<file path="src/rtl/as_hazard_ctrl.sv">
// as_hazard_ctrl: pipeline hazard unit covering operand forwarding, load-use stall,
// branch flush and data-memory wait freeze with a sticky timeout error.
// Optional build macro HAZARD_PERF_CNT_EN adds saturating stall/flush counters.
module as_hazard_ctrl #(
  parameter int unsigned REG_ADDR_W  = 5,
  parameter int unsigned CNT_W       = 32,
  parameter int unsigned MEM_TIMEOUT = 15
) (
  input  logic                  clk_i,
  input  logic                  rst_i,
  input  logic [REG_ADDR_W-1:0] id_rs1_i,
  input  logic [REG_ADDR_W-1:0] id_rs2_i,
  input  logic [REG_ADDR_W-1:0] id_ex_rs1_i,
  input  logic [REG_ADDR_W-1:0] id_ex_rs2_i,
  input  logic [REG_ADDR_W-1:0] id_ex_rd_i,
  input  logic                  id_ex_memrd_i,
  input  logic [REG_ADDR_W-1:0] ex_mem_rd_i,
  input  logic                  ex_mem_reg_wr_i,
  input  logic                  ex_mem_memrd_i,
  input  logic                  ex_mem_memwr_i,
  input  logic [REG_ADDR_W-1:0] mem_wb_rd_i,
  input  logic                  mem_wb_reg_wr_i,
  input  logic                  branch_taken_i,
  input  logic                  dmem_ack_i,
  output logic [1:0]            forward_a_o,
  output logic [1:0]            forward_b_o,
  output logic                  stall_if_o,
  output logic                  stall_id_o,
  output logic                  flush_id_o,
  output logic                  flush_ex_o,
  output logic                  freeze_o,
  output logic [1:0]            state_o,
  output logic                  mem_err_o,
  output logic [CNT_W-1:0]      stall_cnt_o,
  output logic [CNT_W-1:0]      flush_cnt_o
);

  localparam int unsigned WAIT_W = (MEM_TIMEOUT < 2) ? 1 : $clog2(MEM_TIMEOUT + 1);

  typedef enum logic [1:0] {
    RUN     = 2'd0,
    LDSTALL = 2'd1,
    MEMWAIT = 2'd2,
    FLUSH   = 2'd3
  } state_e;

  state_e             state_q, state_d;
  logic [WAIT_W-1:0]  wait_q, wait_d;
  logic               mem_err_q, mem_err_d;
  logic               mem_access;
  logic               load_use;

  // Operand source select: newest producer (EX/MEM) wins over MEM/WB; x0 never forwards.
  function automatic logic [1:0] fwd_sel(input logic [REG_ADDR_W-1:0] rs,
                                         input logic [REG_ADDR_W-1:0] ex_mem_rd,
                                         input logic                  ex_mem_wr,
                                         input logic [REG_ADDR_W-1:0] mem_wb_rd,
                                         input logic                  mem_wb_wr);
    if (ex_mem_wr && (ex_mem_rd != '0) && (ex_mem_rd == rs)) return 2'd2;
    if (mem_wb_wr && (mem_wb_rd != '0) && (mem_wb_rd == rs)) return 2'd1;
    return 2'd0;
  endfunction

  assign mem_access = ex_mem_memrd_i | ex_mem_memwr_i;
  assign load_use   = id_ex_memrd_i && (id_ex_rd_i != '0) &&
                      ((id_ex_rd_i == id_rs1_i) || (id_ex_rd_i == id_rs2_i));

  // State, wait counter and sticky error registers.
  always_ff @(posedge clk_i or posedge rst_i) begin
    if (rst_i) begin
      state_q   <= RUN;
      wait_q    <= '0;
      mem_err_q <= 1'b0;
    end else begin
      state_q   <= state_d;
      wait_q    <= wait_d;
      mem_err_q <= mem_err_d;
    end
  end

  // Next-state and hazard outputs; reset forces every output low regardless of inputs.
  always_comb begin
    state_d     = state_q;
    wait_d      = wait_q;
    mem_err_d   = mem_err_q;
    forward_a_o = 2'd0;
    forward_b_o = 2'd0;
    stall_if_o  = 1'b0;
    stall_id_o  = 1'b0;
    flush_id_o  = 1'b0;
    flush_ex_o  = 1'b0;
    freeze_o    = 1'b0;
    if (!rst_i) begin
      forward_a_o = fwd_sel(id_ex_rs1_i, ex_mem_rd_i, ex_mem_reg_wr_i, mem_wb_rd_i, mem_wb_reg_wr_i);
      forward_b_o = fwd_sel(id_ex_rs2_i, ex_mem_rd_i, ex_mem_reg_wr_i, mem_wb_rd_i, mem_wb_reg_wr_i);
      case (state_q)
        MEMWAIT: begin
          if (dmem_ack_i) state_d = RUN;
          else            freeze_o = 1'b1;
        end
        default: begin
          if (mem_access && !dmem_ack_i) begin
            freeze_o = 1'b1;
            state_d  = MEMWAIT;
          end else if (state_q == FLUSH) begin
            state_d = RUN;
          end else if (branch_taken_i) begin
            flush_id_o = 1'b1;
            flush_ex_o = 1'b1;
            state_d    = FLUSH;
          end else if ((state_q == RUN) && load_use) begin
            stall_if_o = 1'b1;
            stall_id_o = 1'b1;
            flush_ex_o = 1'b1;
            state_d    = LDSTALL;
          end else begin
            state_d = RUN;
          end
        end
      endcase
      // Wait counter tracks frozen cycles, saturates at the timeout and clears once unfrozen.
      if (freeze_o) begin
        if (wait_q != WAIT_W'(MEM_TIMEOUT)) wait_d = wait_q + WAIT_W'(1);
        if (wait_d == WAIT_W'(MEM_TIMEOUT)) mem_err_d = 1'b1;
      end else begin
        wait_d = '0;
      end
    end
  end

  assign state_o   = state_q;
  assign mem_err_o = mem_err_q;

`ifdef HAZARD_PERF_CNT_EN
  logic [CNT_W-1:0] stall_cnt_q;
  logic [CNT_W-1:0] flush_cnt_q;

  // Saturating performance counters for stall/freeze and flush cycles.
  always_ff @(posedge clk_i or posedge rst_i) begin
    if (rst_i) begin
      stall_cnt_q <= '0;
      flush_cnt_q <= '0;
    end else begin
      if ((stall_id_o || freeze_o) && (stall_cnt_q != '1)) stall_cnt_q <= stall_cnt_q + CNT_W'(1);
      if (flush_id_o && (flush_cnt_q != '1))               flush_cnt_q <= flush_cnt_q + CNT_W'(1);
    end
  end

  assign stall_cnt_o = stall_cnt_q;
  assign flush_cnt_o = flush_cnt_q;
`else
  assign stall_cnt_o = '0;
  assign flush_cnt_o = '0;
`endif

endmodule

</file>
<file path="config.mk">
export PLATFORM = sky130hd
export DESIGN_NAME = as_hazard_ctrl
export DESIGN_NICKNAME = d
export VERILOG_FILES = /design/src/rtl/as_hazard_ctrl.sv
export SDC_FILE = /design/constraint.sdc
export NUM_CORES = 1
export LEC_CHECK = 0
export BUFFER_PORTS_ARGS = -buffer_cell sky130_fd_sc_hd__buf_2
export CORE_UTILIZATION = 34
export DETAILED_ROUTE_END_ITERATION = 16
export GPL_ROUTABILITY_DRIVEN = 0
export MAX_ROUTING_LAYER = met4
export PLACE_DENSITY = 0.75
export SYNTH_ARGS = -nofsm -noshare
export SYNTH_HDL_FRONTEND = slang
export SYNTH_SLANG_ARGS = --single-unit
</file>
<file path="constraint.sdc">
create_clock -name clk_i -period 1.6 [get_ports clk_i]
set_clock_uncertainty 0.1 [all_clocks]
set_input_delay 0.16 -clock clk_i [delete_from_list [all_inputs] [get_ports clk_i]]
set_output_delay 0.16 -clock clk_i [all_outputs]
set_load 0.01 [all_outputs]
</file>
==> summary.md <==
| Metric | Value |
|---|---|
| Share of the synthesized area in the top cell type | `between 30% and 40%` |
| Peak VDD IR | `about 0.27 mV` |
| Die W | `64.66 um` |
| Minimum clock period | `roughly 1700 ps` |
| Share of cells above drive strength 1 | `about two fifths` |
| Most frequent cell after synthesis | `buf_4` |
| Power density cells | `around 510 nW/um^2` |
| Final net count | `between 200 and 300` |
| Crit Path Max Fanout | `3` |
| GRT overflow | `0` |
| MaxCap Viol Count | `0` |
| Final WS setup | `-131.4 ps` |
| Die Y | `64.66 um` |
| Largest net degree at the start of global routing | `11` |
| Initial core utilization | `35.93%` |
| IO Count | `120` |
| CTS H-tree depth | `1` |
| Final hold violation count | `0` |
| RSZ-0062 raised after global routing | `yes` |
| Via count | `roughly 1200` |
| Area of the die | `4181 um^2` |
| Fin area | `about 1800 um^2` |
| Global-route wire length before repair | `~4700 um` |
| WL/cell | `roughly 11 um` |
| Synthesized instance count | `169` |
| Worst Path Arrival | `approximately 1500 ps` |
| GRT Overall Usage | `14.74%` |
| Initial antenna violation count | `0` |
| Diode count | `0` |
| Fin Setup TNS | `-450.3 ps` |
| Layout area overhead | `35.43%` |
| TritonCTS buffer count | `3` |
| Failing checks | `negative setup slack` |
| Cell area after synthesis | `1335 um^2` |
| Vias per cell | `a little over 4` |
| Clock transition at path regs | `approximately 40 ps` |
| Setup Viol. Count Final | `7` |
| Status | `finished, violations left` |
| Routed wire length | `about 3200 um` |
| DP HPWL | `2526 um` |
| Sequential cell area fraction in the yosys report | `13.12%` |
| Synth warn | `0` |
| DRC errors left | `0` |
| Core area | `3716 um^2` |
| Area after DPL | `between 1500 and 2000 um^2` |
| CTS tree | `yes` |
| CP startpoint kind | `primary input` |
| Critical Path RT | `approximately 1300 ps` |
| Ys async rst share | `100.0%` |
| Rows | `22` |
| Root Buffer | `clkbuf_8` |
| 1st-iter DRT viols | `36` |
| DR top layer | `met4` |
| Critical Path End Type | `primary output` |
| Worst-Skew Late Latency | `about 230 ps` |
| Vias in the first global route | `roughly 1200` |
| CP Class | `in -> out` |
| Max Root-Sink Buffers | `2` |
| Synth cell types | `33` |
| Remaining antenna violation count | `0` |
| Drt first pass iters | `4` |
| Min-delay worst type | `in -> reg` |
| Post-synth EDFFs | `0` |
| Leak pwr | `approximately 0.93 nW` |
| PortBufs | `55` |
| Met1 Wirelength | `1196 um` |
| Avg Cell Area, Syn | `7.900 um^2` |
| Fmax | `577.6 MHz` |
| Clock sinks | `7` |
| Synth Flop Type | `dfrtp_1` |
| Met2 wire length | `1765 um` |
| Met3 WL | `about 150 um` |
| Yosys reg bits | `7` |
| Tcrit/Tclk final | `108.2%` |
| Top post-synthesis cells by area | `buf_4, dfrtp_1, xor2_1` |
| Yosys top cell by area | `buf_4` |
| Final slew viol count | `0` |
| Most frequent cells after synthesis | `buf_4, xor2_1, xnor2_1` |
## placed cells by master (no fill, tap or decap), types with 2 or more instances in the layout
cell type  Yosys  layout
nor3_2         1       2
nand3_1        6       6
xor2_1        18      18
buf_6          0       5
conb_1         1      64
a21oi_1        5       4
nand2_1        5       5
nor3_4         0       2
nor2_1         5       5
inv_1          4       3
or4_1          4       2
dfrtp_1        7       7
nor3_1         6       3
xnor2_1       13      13
or4_4          0       2
clkbuf_8       0       3
mux2i_1        2       2
buf_2          1      51
inv_2          1       2
nor4_1         2       2
o21ai_0        6       5
buf_4         65      26
## area by class of cell
| type | instances | area [um^2] |
|---|---|---|
| Sequential cell | 7 | 175.2 |
| Fill cell | 384 | 1908 |
| Clock buffer | 4 | 45.04 |
| Tap cell | 48 | 60.06 |
| Timing Repair Buffer | 83 | 516.7 |
| Inverter | 5 | 18.77 |
| Multi-Input combinational cell | 153 | 992.2 |
## registers in the layout, summed over array words and instances, names as in the netlist
register,flops
wait_q,4
state_o,2
mem_err_o,1
## worst paths after layout
path / startpoint / depth (start not counted) / endpoint / slack, ps
worst max register to register: state_o[1] / 7 / wait_q[3] / 80
max in group asynchronous: rst_i / 4 / wait_q[3] / 850
min in group asynchronous: rst_i / 4 / state_o[1] / 410
worst min-delay path: branch_taken_i / 3 / state_o[0] / 200
worst max-delay path: ex_mem_rd_i[1] / 6 / forward_b_o[0] / -130
worst min register to register: mem_err_o / 1 / mem_err_o / 360
## metal layers
metal  track usage [%]  vias up
met4             7.500        0
met1             15.03      569
met3             2.465        8
li1                  -      609
met2             26.97       53
met5                 -        -
## where the power goes
| group | total, mW | internal [mW] | switching, mW |
|---|---|---|---|
| Combinational | 0.457 | 0.199 | 0.258 |
| Sequential | 0.207 | 0.192 | 0.0144 |
| Clock | 0.254 | 0.173 | 0.0809 |
## metrics by stage
step / utilization, % / hold slack [ps] / worst slack [ps] / total power, mW / instances
global placement: 43.54 / 86.06 / -152.5 / 0.5950 / 292
global route: 48.65 / 237.5 / -173.9 / 0.9708 / 300
CTS: 46.57 / 184.7 / -142.7 / 0.8819 / 300
finish: 48.65 / 200.7 / -131.4 / 0.9172 / 300
floorplan: - / 4.845 / -55.40 / 0.5434 / 232
detailed placement: 43.54 / 95.52 / -159.3 / 0.6035 / 292
## worst max-delay path: stages
cell and delay, ps:
buf_6 90, or4_4 530, o21ai_4 190, nor3_4 60, nor4_4 260, buf_2 170
## cell families (layout without fill, tap and decap cells)
group / Yosys count / after routing / share of synthesized area [%]
AOI/OAI and AO/OA: 22 / 22 / 11.53
xor gates and xnor gates: 31 / 31 / 20.34
and+or+nand+nor: 33 / 33 / 13.68
other: 1 / 64 / 0.2809
adders and majority gates: 1 / 1 / 0.9371
buffers and inverters: 72 / 92 / 38.61
DFF: 7 / 7 / 13.12
muxes: 2 / 2 / 1.500
## repair_timing
action,in CTS,in global routing
setup endpoints to repair,6,8
pin swaps,5,5
setup buffers,3,0
resized for setup,6,16
hold buffers,1,0
cloned,0,0
endpoints found under the hold margin,7,0
(Power assumes the default switching activity.)
